File: src/rtl/steer_en_pkg.sv
// Shared types and constants for the rider-presence / steering-enable block.
// Imported by steer_en and its settle timer.
package steer_en_pkg;

  typedef enum logic [1:0] {
    IDLE,
    WAIT,
    STEER
  } steer_state_t;

  localparam logic [11:0] MIN_RIDER_WT_DEF  = 12'h200;
  localparam logic [7:0]  WT_HYSTERESIS_DEF = 8'h40;

  localparam int TMR_W_FAST = 15;
  localparam int TMR_W_FULL = 26;

endpackage

File: src/rtl/steer_en_tmr.sv
// Clearable free-running settle timer.
// full is high while every counter bit is set; the count wraps.
module steer_en_tmr
  import steer_en_pkg::*;
#(
  parameter int W = TMR_W_FAST
) (
  input  logic clk,
  input  logic rst_n,
  input  logic clr,
  output logic full
);

  logic [W-1:0] cnt;

  always_ff @(posedge clk) begin
    if (!rst_n) begin
      cnt <= '0;
    end else if (clr) begin
      cnt <= '0;
    end else begin
      cnt <= cnt + 1'b1;
    end
  end

  assign full = &cnt;

endmodule

File: src/rtl/steer_en.sv
// Rider-presence and steering-enable controller.
// Registers load sum/imbalance, then runs the IDLE/WAIT/STEER FSM.
module steer_en
  import steer_en_pkg::*;
#(
  parameter bit          FAST_SIM      = 1'b1,
  parameter logic [11:0] MIN_RIDER_WT  = MIN_RIDER_WT_DEF,
  parameter logic [7:0]  WT_HYSTERESIS = WT_HYSTERESIS_DEF
) (
  input  logic        clk,
  input  logic        rst_n,
  input  logic [11:0] lft_ld,
  input  logic [11:0] rght_ld,
  output logic        en_steer,
  output logic        rider_off
);

  localparam int TMR_W = FAST_SIM ? TMR_W_FAST : TMR_W_FULL;

  localparam logic [12:0] THR_HI =
    {1'b0, MIN_RIDER_WT} + {5'd0, WT_HYSTERESIS};
  localparam logic [12:0] THR_LO =
    {1'b0, MIN_RIDER_WT} - {5'd0, WT_HYSTERESIS};

  logic signed [12:0] diff;
  logic        [12:0] sum;
  logic        [11:0] diff_abs;

  assign diff = $signed({1'b0, lft_ld}) - $signed({1'b0, rght_ld});

  always_ff @(posedge clk) begin
    if (!rst_n) begin
      sum      <= '0;
      diff_abs <= '0;
    end else begin
      sum      <= {1'b0, lft_ld} + {1'b0, rght_ld};
      diff_abs <= diff[12] ? (~diff[11:0] + 12'd1) : diff[11:0];
    end
  end

  logic sum_gt_min;
  logic sum_lt_min;
  logic diff_gt_1_4;
  logic diff_gt_15_16;

  assign sum_gt_min    = sum > THR_HI;
  assign sum_lt_min    = sum < THR_LO;
  assign diff_gt_1_4   = {1'b0, diff_abs} > (sum >> 2);
  assign diff_gt_15_16 = {1'b0, diff_abs} > (sum - (sum >> 4));

  logic clr_tmr;
  logic tmr_full;

  steer_en_tmr #(
    .W(TMR_W)
  ) u_tmr (
    .clk  (clk),
    .rst_n(rst_n),
    .clr  (clr_tmr),
    .full (tmr_full)
  );

  steer_state_t state;
  steer_state_t nxt;

  // Imbalance in WAIT restarts the settle time, even on the full cycle.
  always_comb begin
    nxt     = state;
    clr_tmr = 1'b0;
    unique case (state)
      IDLE: begin
        if (sum_gt_min) begin
          nxt     = WAIT;
          clr_tmr = 1'b1;
        end
      end
      WAIT: begin
        if (sum_lt_min) begin
          nxt = IDLE;
        end else if (diff_gt_1_4) begin
          clr_tmr = 1'b1;
        end else if (tmr_full) begin
          nxt = STEER;
        end
      end
      STEER: begin
        if (sum_lt_min) begin
          nxt = IDLE;
        end else if (diff_gt_15_16) begin
          nxt     = WAIT;
          clr_tmr = 1'b1;
        end
      end
      default: nxt = IDLE;
    endcase
  end

  always_ff @(posedge clk) begin
    if (!rst_n) begin
      state     <= IDLE;
      en_steer  <= 1'b0;
      rider_off <= 1'b1;
    end else begin
      state     <= nxt;
      en_steer  <= (nxt == STEER);
      rider_off <= (nxt == IDLE);
    end
  end

endmodule
File: config.mk
export PLATFORM = sky130hd
export DESIGN_NAME = steer_en
export DESIGN_NICKNAME = d
export VERILOG_FILES = /design/src/rtl/steer_en_pkg.sv /design/src/rtl/steer_en_tmr.sv /design/src/rtl/steer_en.sv
export SDC_FILE = /design/constraint.sdc
export NUM_CORES = 1
export LEC_CHECK = 0
export ABC_CLOCK_PERIOD_IN_PS = 5000
export BUFFER_PORTS_ARGS = -buffer_cell sky130_fd_sc_hd__clkbuf_2
export CAP_MARGIN = 15
export CORE_ASPECT_RATIO = 1.1
export CORE_MARGIN = 10
export CORE_UTILIZATION = 60
export CTS_BUF_LIST = sky130_fd_sc_hd__clkbuf_4
export DETAILED_ROUTE_END_ITERATION = 6
export GPL_ROUTABILITY_DRIVEN = 0
export PLACE_DENSITY = 0.79
export SLEW_MARGIN = 20
export SYNTH_ARGS = -nofsm -noshare
export SYNTH_HDL_FRONTEND = slang
export SYNTH_SLANG_ARGS = --single-unit
File: constraint.sdc
create_clock -name clk -period 5 [get_ports clk]
set_input_delay 0.25 -clock clk [delete_from_list [all_inputs] [get_ports clk]]
set_output_delay 0.25 -clock clk [all_outputs]
set_load 0.1 [all_outputs]
== Word-level counts from Yosys, hierarchy flattened ==
Cells that the tools add are included.

* Multiplexer cells: 14
* Reductions and logical operators: 4
* Equal/unequal tests: 3
* Order comparisons: 4
* Bitwise logic cells: 2
* Add/sub/neg operators: 5

{| class="wikitable"
|+ Operators by type and width
! kind !! count
|-
| $add A15 B1 Y15 const B || 1
|-
| $reduce_and A15 Y1 || 1
|-
| $add A12 B12 Y13 || 1
|-
| $gt A12 B13 Y1 || 1
|-
| $gt A13 B10 Y1 const B || 1
|-
| $lt A13 B9 Y1 const B || 1
|-
| $sub A12 B12 Y13 || 1
|-
| $sub A13 B9 Y13 || 1
|-
| $add A12 B1 Y12 const B || 1
|-
| $gt A12 B11 Y1 || 1
|-
| $mux W12 || 1
|-
| $mux W2 || 6
|-
| $not A12 Y12 || 1
|-
| $pmux W2 S3 || 1
|-
| $mux W1 || 5
|-
| $eq A2 B2 Y1 const B || 2
|-
| $logic_not A2 Y1 || 2
|-
| $pmux W1 S3 || 1
|-
| $eq A2 B1 Y1 const B || 1
|-
| $reduce_or A2 Y1 || 1
|-
| $not A1 Y1 || 1
|}

* Register bits: 44
* Output and inout port bits: 2
* Word-level logic and storage cells: 38

== Depth between registers and ports, before layout ==
Gate-level depths: netlist of the first run.

* Word-level depth: 6
* Gate-level depth with buffers: 20

== Hierarchy ==
A second synthesis of the first run with hierarchy kept.

* Cells, all modules: 502
* Area, all modules: 4,018.9 µm²

{| class="wikitable"
|+ By module, submodules not included
! module !! instances !! cells each !! seq. area each (µm²) !! area each (µm²)
|-
| steer_en || 1 || 425 || 560.5 || 3,326.9
|-
| steer_en_tmr || 1 || 77 || 300.3 || 691.9
|}

== Least setup slack after synthesis of the first run ==
No wires, ideal clock.

* Path type: reg2reg
* From: register diff_abs[0]
* To: register u_tmr.cnt[10]
* Stages on the path, launching flop included: 21
* Period minus slack after synthesis: 3,698 ps
* Buffers on the path: 1
* Path slack: 1,302 ps
* Arrival time: 3,580 ps
* Path through: dfxtp_1 -> inv_1 -> ha_1 -> fa_1 -> nor2b_1 -> o21ai_1 -> a21oi_1 -> nor3_2 -> o21ai_0 -> a211oi_1 -> xnor2_1 -> ha_1 -> o21a_1 -> o21a_1 -> o32ai_1 -> a311o_1 -> a31oi_1 -> a211oi_1 -> o21ai_2 -> buf_2 -> nor2_1

* Word-level cells in the longest chain between the ends: 5
* Elaborated cells between the ends (all ways): 8
* Classes of those cells: order compare (2); mux (5); reduce/logical (1)

{| class="wikitable"
|+ RTL lines
! element !! line !! source
|-
| start: declaration || steer_en.sv:27 || <nowiki>logic [11:0] diff_abs;</nowiki>
|-
| start signal: assignment || steer_en.sv:37 || <nowiki>diff_abs <= diff[12] ? (~diff[11:0] + 12'd1) : diff[11:0];</nowiki>
|-
| $gt A12 B13 Y1 / $gt A12 B11 Y1 (equally long branches) || steer_en.sv:49, steer_en.sv:48 ||
|-
| $mux W1 (on tied branches) || steer_en.sv:89, steer_en.sv:80 ||
|-
| $mux W1 (on tied branches) || steer_en.sv:87, steer_en.sv:78 ||
|-
| $pmux W1 S3 * || steer_en.sv:70 || <nowiki>unique case (state)</nowiki>
|-
| $reduce_or A2 Y1 (no source line) * || - ||
|-
| end signal: assignment || steer_en_tmr.sv:22 || <nowiki>cnt <= cnt + 1'b1;</nowiki>
|-
| end: declaration || steer_en_tmr.sv:14 || <nowiki>logic [W-1:0] cnt;</nowiki>
|}

Mark *: on every way between the ends. The rest lies on a longest branch, timed or not.
A chain may end at the register's enable or synchronous reset.

== Worst setup path after layout of the first run ==
* From: register sum[5]
* To: register u_tmr.cnt[12]

* Word-level cells in the longest chain between the ends: 6
* Elaborated cells between the ends (all ways): 12
* Classes of those cells: add/sub (1); order compare (4); mux (6); reduce/logical (1)

{| class="wikitable"
|+ RTL lines
! element !! line !! source
|-
| start: declaration || steer_en.sv:26 || <nowiki>logic [12:0] sum;</nowiki>
|-
| start signal: assignment || steer_en.sv:36 || <nowiki>sum <= {1'b0, lft_ld} + {1'b0, rght_ld};</nowiki>
|-
| $sub A13 B9 Y13 || steer_en.sv:49 || <nowiki>assign diff_gt_15_16 = {1'b0, diff_abs} > (sum - (sum >> 4));</nowiki>
|-
| $gt A12 B13 Y1 || steer_en.sv:49 ||
|-
| $mux W1 || steer_en.sv:89 || <nowiki>end else if (diff_gt_15_16) begin</nowiki>
|-
| $mux W1 || steer_en.sv:87 || <nowiki>if (sum_lt_min) begin</nowiki>
|-
| $pmux W1 S3 * || steer_en.sv:70 ||
|-
| $reduce_or A2 Y1 (no source line) * || - ||
|}

Marks and branches as above.

==> results of run 1 <==
## worst max-delay path: stages, from the launching register on
cell	delay [ps]
dfxtp_1	440
inv_1	90
ha_1	270
nor2b_1	120
o21ai_0	190
a21oi_1	110
o21ai_0	260
a21oi_1	140
o21ai_0	510
o311ai_0	210
ha_1	340
o21a_1	110
o21a_1	100
o32ai_1	70
a311o_1	270
a31oi_1	240
a211oi_1	140
o21ai_2	490
nor2_1	120
## worst paths after layout
kind | to | slack (ps) | depth (start not counted)
worst max-delay path | u_tmr.cnt[12]$_SDFF_PP0_ | 640 | 18
worst min-delay path | sum[5]$_SDFF_PN0_ | 250 | 2
worst max register to register | u_tmr.cnt[12]$_SDFF_PP0_ | 640 | 18
worst min register to register | u_tmr.cnt[0]$_SDFF_PP0_ | 470 | 1
## layout by cell type (no fill, tap or decap), drive strengths merged, types with 8 or more instances in the layout
cell type / instances
ha: 62
nor2: 53
inv: 48
dfxtp: 43
clkbuf: 32
a21oi: 26
xnor2: 24
nand2: 23
o21ai: 22
xor2: 20
nand3: 16
and3: 9
nor3: 9
nor2b: 8
o21a: 8
## stage by stage
| stage | cell area [sq um] | worst slack [ps] | power, mW | utilization | std cells |
|---|---|---|---|---|---|
| after global routing | 4060 | 104 | 1.33 | 0.655 | 574 |
| after floorplan | 3840 | 1300 | 0.927 | - | 469 |
| after detailed placement | 4000 | 759 | 1.06 | 0.646 | 566 |
| after global placement | 4000 | 933 | 1.04 | 0.646 | 566 |
| after CTS | 4060 | 653 | 1.23 | 0.655 | 574 |
| final | 4060 | 642 | 1.23 | 0.655 | 574 |
## report_power, final
part / switching, mW / internal (mW)
clock network: 0.109 / 0.0516
registers: 0.0354 / 0.382
logic: 0.376 / 0.276
## flip-flops by register name, summed over array words and instances (netlist names)
signal,cells
rider_off,1
state,2
diff_abs,12
u_tmr.cnt,15
sum,12
en_steer,1
## cell families after synthesis
family	after synthesis
compound gates	104
xor+xnor	44
fa+ha+maj	65
buf+inv	58
flops	43
mux	3
simple gates	152
## layer usage
metal / global-route usage / routed length, um / part of all wire / up-vias
met4: 0.0759 / 221 / 0.028 / 0
met2: 0.292 / 4020 / 0.50 / 80
met5: 0 / 0 / 0 / -
met3: 0.0347 / 403 / 0.050 / 22
met1: 0.183 / 3330 / 0.42 / 1499
li1: - / - / - / 1688
## final cells by class
type                            instances  share of cell area
Clock buffer                            5             0.00926
Clock inverter                          3             0.00370
Sequential cell                        43               0.212
Multi-Input combinational cell        368               0.672
Tap cell                               80              0.0247
Timing Repair Buffer                   27              0.0333
Inverter                               48              0.0444
==> run metrics, run 1 <==
final hold violations=0; Post-Synthesis Cells=469; Via density=5.73; Post-DP HPWL=6630 um; period utilisation layout=0.872; I/O pin count=28; Synth Area in Compound Gates=0.186; via count=3289; clk sink count=43; count leader, synth=ha_1; post-synthesis cell type count=60; Post-synth EDFFs=0; Mapped Avg Cell Area=8.18 sq um; GRT Total Usage=0.167; Layout Area Growth over Synthesis=5.67%; Worst-path clk slew=120 ps; Syn. warnings=0; Yosys top cell area share=0.224; Critical path origin=sum[5]$_SDFF_PN0_; max_cap viols=0; main combinational cell family by area after synthesis=adder cells; Resized Gates After CTS=0; largest net degree at the start of global routing=23; number of setup buffers added after CTS=0; RSZ-0062 raised after global routing=false; largest area contributor in the netlist=dfxtp_1; full die area=10000 sq um; port buffer count=27; CTS tree=yes; die width=96.3 um; CP Class=flip-flop to flip-flop; pwr/cell area=303 nW/um^2; Seq/Total Area, Yosys=0.224; Final nets=584; num rows=30; maximum operating frequency=0.229 GHz; Ant. Diodes=0; Min Hold Slack=253 ps; Peak VDD IR=0.154 mV; Critical R2R Launch=sum[5]$_SDFF_PN0_; Starting DRT DRC Count=139; Worst Path Max Fanout=15; adder-cell share of the synthesized area=0.218; Starting Density=0.620; FF+latch count, synth=43; Critical Path Start Type=flip-flop; hold_buf cts=0; Overflow after GRT=0; Hold Crit Class=input port to flip-flop; worst endpoint required time=5230 ps; top cells by area, synth=dfxtp_1 (22%), ha_1 (20%), xnor2_1 (5.5%), nor2_1 (5.2%), inv_1 (4.7%); Routed WL=7980 um; Die H=104 um; Min-Delay Startpoint=rst_n; maximum clock path buffer count=2; Synth Net Count=560; share of layout cells above drive strength 1=0.0931; initial antenna violation count=0; ys flop type=dfxtp_1; CP Capture Type=flip-flop; Fillers=553; DRC viols=0; multi-input logic area=2730 sq um; CTS H-tree lvls=2; later-pin clock latency in the skew report=360 ps; mux cell area share after synthesis=0.00815; CP arrival=4590 ps; core box area=6190 sq um; simple-gate share of the synthesized area=0.196; root buffer cell=clkbuf_4; total CTS buffers=5; first-pass GRT wire length=14100 um; Max Transition Viols Final=0; setup TNS=0 ps; slew margin rel.=0.332; Pleak=1.85 nW; Async S/R FF share, synth=0; ANT nets after route=0; Synth Area in XOR/XNOR=0.102; vias in the first global route=3372; Final min period=4360 ps; status=complete, no violations; FF/Latch Area=861 sq um; final setup fails=0; Slew @ Worst Pin=998 ps; clk_skew=3.14 ps; Synth top cells by count=ha_1 (62), nor2_1 (53), inv_1 (48); DR pass1 iterations=5; WL/cell=13.9 um; Cell Area, Synth=3840 sq um
No activity file was read; power rests on OpenSTA's default activity.
==> run 2, diff against run 1 <==
--- a/config.mk
+++ b/config.mk
@@ -15,5 +15,6 @@
 export DETAILED_ROUTE_END_ITERATION = 6
 export GPL_ROUTABILITY_DRIVEN = 0
-export PLACE_DENSITY = 0.79
+export MAX_ROUTING_LAYER = met4
+export PLACE_DENSITY = 0.9
 export SLEW_MARGIN = 20
 export SYNTH_ARGS = -nofsm -noshare
==> constraint.sdc (replaced) <==
create_clock -name clk -period 5 [get_ports clk]
set_input_delay 1 -clock clk [delete_from_list [all_inputs] [get_ports clk]]
set_output_delay 1 -clock clk [all_outputs]
set_load 0.1 [all_outputs]
==> run 2 against run 1 <==
Critical path depth grew 1. Setup slack better by 32 ps. Clock-buffer cell count stayed put. Flip-flop and latch count did not move. Register-to-register slack improved by 30 ps. Critical endpoint unchanged. Highest routed layer unchanged.
==> run metrics, run 2 (synthesized netlist as in run 1, its figures left out) <==
initial antenna violation count=0; Worst Slack Setup Final=674 ps; Starting Density=0.620; Layout Area Growth over Synthesis=5.67%; first-pass GRT wire length=14300 um; CP Class=flip-flop to flip-flop; Largest Register=u_tmr.cnt; Routed WL=8180 um; WL/cell=14.2 um; later-pin clock latency in the skew report=350 ps; period utilisation layout=0.865; slew margin rel.=0.349; full die area=10000 sq um; Max stage delay on crit path=490 ps; CTS tree=yes; Worst Path Max Fanout=15; crit-path leading delay family=compound AO/OA/AOI/OAI gates; Slew @ Worst Pin=972 ps; Critical Path Start Type=flip-flop; DRC viols=0; clk sink count=43; pwr/cell area=304 nW/um^2; worst slack, placed=716 ps; RSZ-0062 raised after global routing=false; CTS H-tree lvls=2; CP Capture Type=flip-flop; setup TNS=0 ps; maximum operating frequency=0.231 GHz; largest net degree at the start of global routing=23; die width=96.3 um; share of layout cells above drive strength 1=0.0931; Max Transition Viols Final=0; Worst-path clk slew=120 ps; Ant. Diodes=0; CP arrival=4550 ps; Final min period=4330 ps; vias in the first global route=3394; root buffer cell=clkbuf_4; ANT nets after route=0; final setup fails=0; DR pass1 iterations=5; final hold violations=0; hold_buf cts=0; most common cell after layout, fill and taps aside=ha_1; Peak VDD IR=0.138 mV; status=complete, no violations; Hold Crit Class=flip-flop to flip-flop; Largest regs=u_tmr.cnt (15), diff_abs (12), sum (12); Resized Gates After CTS=0; most frequent cells in the layout=ha_1 (62), nor2_1 (53), inv_1 (48); Starting DRT DRC Count=158; port buffer count=27; Buf/Inv on CP=1; Final nets=584; Die H=104 um; Overflow after GRT=0; core box area=6190 sq um; GRT Total Usage=0.174; max_cap viols=0; num rows=30; via count=3365; Post-DP HPWL=6740 um; final core utilization=0.655; Largest register FFs=15; Pleak=1.85 nW; worst endpoint required time=5230 ps; critical-path cell list=inv_1, ha_1, fa_1, nor2b_1, o21ai_1, a21oi_1, nor3_2, o21ai_0, a211oi_1, xnor2_1, ha_1, o21a_1, o21a_1, o32ai_1, a311o_1, a31oi_1, a211oi_1, o21ai_2, nor2_1; maximum clock path buffer count=2; Fillers=516; total CTS buffers=5; critical-path cell with the highest stage delay=o21ai_2; clk_skew=3.09 ps; number of setup buffers added after CTS=0; I/O pin count=28; Via density=5.86
## run 2: path summary, 6_finish.rpt
kind	from	end	depth (start not counted)	slack, ps
min reg2reg	u_tmr.cnt[0]$_SDFF_PP0_	u_tmr.cnt[0]$_SDFF_PP0_	1	470
min	u_tmr.cnt[0]$_SDFF_PP0_	u_tmr.cnt[0]$_SDFF_PP0_	1	470
max reg2reg	diff_abs[0]$_SDFF_PN0_	u_tmr.cnt[12]$_SDFF_PP0_	19	670
max	diff_abs[0]$_SDFF_PN0_	u_tmr.cnt[12]$_SDFF_PP0_	19	670
## run 2: power by group
| part | internal [mW] | leakage (nW) | switching (mW) |
|---|---|---|---|
| combinational | 0.275 | 1.47 | 0.379 |
| sequential | 0.382 | 0.354 | 0.0374 |
| clock | 0.0516 | 0.0263 | 0.106 |
| total | 0.709 | 1.85 | 0.523 |
## run 2: final cells by class
| cell class | count | area [sq um] | area share |
|---|---|---|---|
| clock buffer | 5 | 37.5 | 0.00926 |
| clock inverter | 3 | 15.0 | 0.00370 |
| inverter | 48 | 180 | 0.0444 |
| multi-input combinational | 368 | 2730 | 0.672 |
| sequential | 43 | 861 | 0.212 |
| tap | 80 | 100 | 0.0247 |
| timing repair buffer | 27 | 135 | 0.0333 |
## run 2: worst reg2reg max path: stages, from the launching register on
cell and delay (ps):
dfxtp_1 320, inv_1 120, ha_1 240, fa_1 250, nor2b_1 60, o21ai_1 180
a21oi_1 130, nor3_2 380, o21ai_0 230, a211oi_1 310, xnor2_1 100, ha_1 320
o21a_1 130, o21a_1 110, o32ai_1 70, a311o_1 280, a31oi_1 230, a211oi_1 130
o21ai_2 490, nor2_1 120
## run 2: through the flow
stage / instance area, sq um / hold slack (ps) / power, mW / std cells
floorplan: 3840 / 426 / 0.927 / 469
global placement: 4000 / 443 / 1.03 / 566
detailed placement: 4000 / 452 / 1.06 / 566
CTS: 4060 / 481 / 1.22 / 574
global route: 4060 / 505 / 1.34 / 574
finish: 4060 / 473 / 1.23 / 574
## run 2: layer usage
layer / part of all wire / global-route usage
met1: 0.41 / 0.190
met2: 0.51 / 0.298
met3: 0.047 / 0.0282
met4: 0.037 / 0.0749
met5: 0 / -
==> run 3, diff against run 2 <==
- PLACE_DENSITY: 0.9 -> 0.77
==> run 3 against run 2 <==
Clock-buffer cell count unchanged. Critical path depth unchanged. Largest power group unchanged. Critical path type unchanged. Via count is 3.2% lower. Largest cell class unchanged. Cell count up 0.17%. Sequential share of layout area decreased by 0.16 points. Design area up 0.77%.
==> run metrics, run 3 (synthesized netlist as in run 1, its figures left out) <==
status=complete, no violations; CTS H-tree lvls=2; Hold Crit Class=flip-flop to flip-flop; DR pass1 iterations=5; later-pin clock latency in the skew report=350 ps; Power, Total=1.28 mW; setup TNS=0 ps; most frequent cells in the layout=ha_1 (62), nor2_1 (53), inv_1 (48); Overflow after GRT=0; port buffer count=27; Largest regs=u_tmr.cnt (15), diff_abs (12), sum (12); DRC viols=0; number of setup buffers added after CTS=0; slew margin rel.=0.470; worst endpoint required time=5220 ps; die width=96.3 um; WL/cell=13.9 um; period utilisation layout=0.897; core box area=6190 sq um; CP Capture Type=flip-flop; critical-path cell with the highest stage delay=o21ai_2; layer with the highest usage=met2; Fillers=550; Largest register FFs=15; multi-input logic area=2730 sq um; clk sink count=43; GR Util met3=0.0217; hold_buf cts=0; max_cap viols=0; first-pass GRT wire length=13900 um; critical-path cell list=inv_1, ha_1, nor2b_1, o21ai_0, a21oi_1, o21ai_0, a21oi_1, o21ai_0, nand3_1, o311ai_0, ha_1, o21a_1, o21a_1, o32ai_1, a311o_1, a31oi_1, a211oi_1, o21ai_2, nor2_1; maximum operating frequency=0.223 GHz; Max Transition Viols Final=0; Worst Path Max Fanout=15; num rows=30; routing usage on met2=0.296; Layout Area Growth over Synthesis=6.49%; Max stage delay on crit path=500 ps; GRT Total Usage=0.170; CP arrival=4710 ps; I/O pin count=28; via count=3259; Final nets=585; full die area=10000 sq um; FF/Latch Area=861 sq um; initial antenna violation count=0; RSZ-0062 raised after global routing=false; Worst-path clk slew=120 ps; Die H=104 um; Min Hold Slack=477 ps; share of layout cells above drive strength 1=0.0970; final hold violations=0; total CTS buffers=5; Critical Path Start Type=flip-flop; Starting DRT DRC Count=116; CP Class=flip-flop to flip-flop; Starting Density=0.620; clk_skew=10.1 ps; Slew @ Worst Pin=775 ps; Final min period=4490 ps; largest net degree at the start of global routing=23; most common cell after layout, fill and taps aside=ha_1; Peak VDD IR=0.158 mV; final setup fails=0; vias in the first global route=3256; Pleak=1.87 nW; Post-DP HPWL=6660 um; routing usage on met1=0.188; Via density=5.67; CTS tree=yes; root buffer cell=clkbuf_4; maximum clock path buffer count=2; Largest Register=u_tmr.cnt; Ant. Diodes=0; ANT nets after route=0; Routed WL=7980 um; pwr/cell area=312 nW/um^2; CP most frequent cell=o21ai_0; Resized Gates After CTS=0
## run 3: cell count changes in the layout (fill, tap and decap cells not counted)
cell | previous run | this run
clkinv_2 | 0 | 1
clkinvlp_4 | 1 | 0
clkinv_1 | 2 | 1
bufinv_16 | 0 | 1
buf_4 | 0 | 1
## run 3: final timing paths
| kind | start | end | slack [ps] | depth (start not counted) |
|---|---|---|---|---|
| setup / recovery | sum[5]$_SDFF_PN0_ | u_tmr.cnt[9]$_SDFF_PP0_ | 510 | 19 |
| hold / removal | u_tmr.cnt[0]$_SDFF_PP0_ | u_tmr.cnt[0]$_SDFF_PP0_ | 480 | 1 |
| setup reg to reg | sum[5]$_SDFF_PN0_ | u_tmr.cnt[9]$_SDFF_PP0_ | 510 | 19 |
| hold reg to reg | u_tmr.cnt[0]$_SDFF_PP0_ | u_tmr.cnt[0]$_SDFF_PP0_ | 480 | 1 |
## run 3: worst max-delay path: cells and delay by family, from the launching register on
kind	cells	cell delay, ps
AOI/OAI and AO/OA	13	2950
buffers and inverters	1	80
DFF	1	420
and+or+nand+nor	3	400
adders and majority gates	2	510
## run 3: metal layers
| layer | wire length [um] | part of all wire | vias up |
|---|---|---|---|
| li1 | - | - | 1694 |
| met1 | 3400 | 0.43 | 1464 |
| met2 | 4020 | 0.50 | 82 |
| met3 | 296 | 0.037 | 19 |
| met4 | 264 | 0.033 | 0 |
| met5 | 0 | 0 | - |
## run 3: power breakdown
| part | switching [mW] | internal, mW |
|---|---|---|
| Sequential | 0.0347 | 0.382 |
| Combinational | 0.377 | 0.277 |
| Clock | 0.104 | 0.103 |
## run 3: layout make-up
cell class                      count  share of cell area
Tap cell                           80              0.0245
Inverter                           48              0.0441
Clock inverter                      3             0.00949
Clock buffer                        5             0.00919
Sequential cell                    43               0.211
Timing Repair Buffer               28              0.0349
Multi-Input combinational cell    368               0.667
## run 3: stage by stage
stage	instances	setup WS [ps]	util	instance area [sq um]
after global routing	575	1.39	0.660	4090
after CTS	575	606	0.660	4090
final	575	514	0.660	4090
after detailed placement	567	710	0.647	4010
after floorplan	469	1300	-	3840
after global placement	567	916	0.647	4010
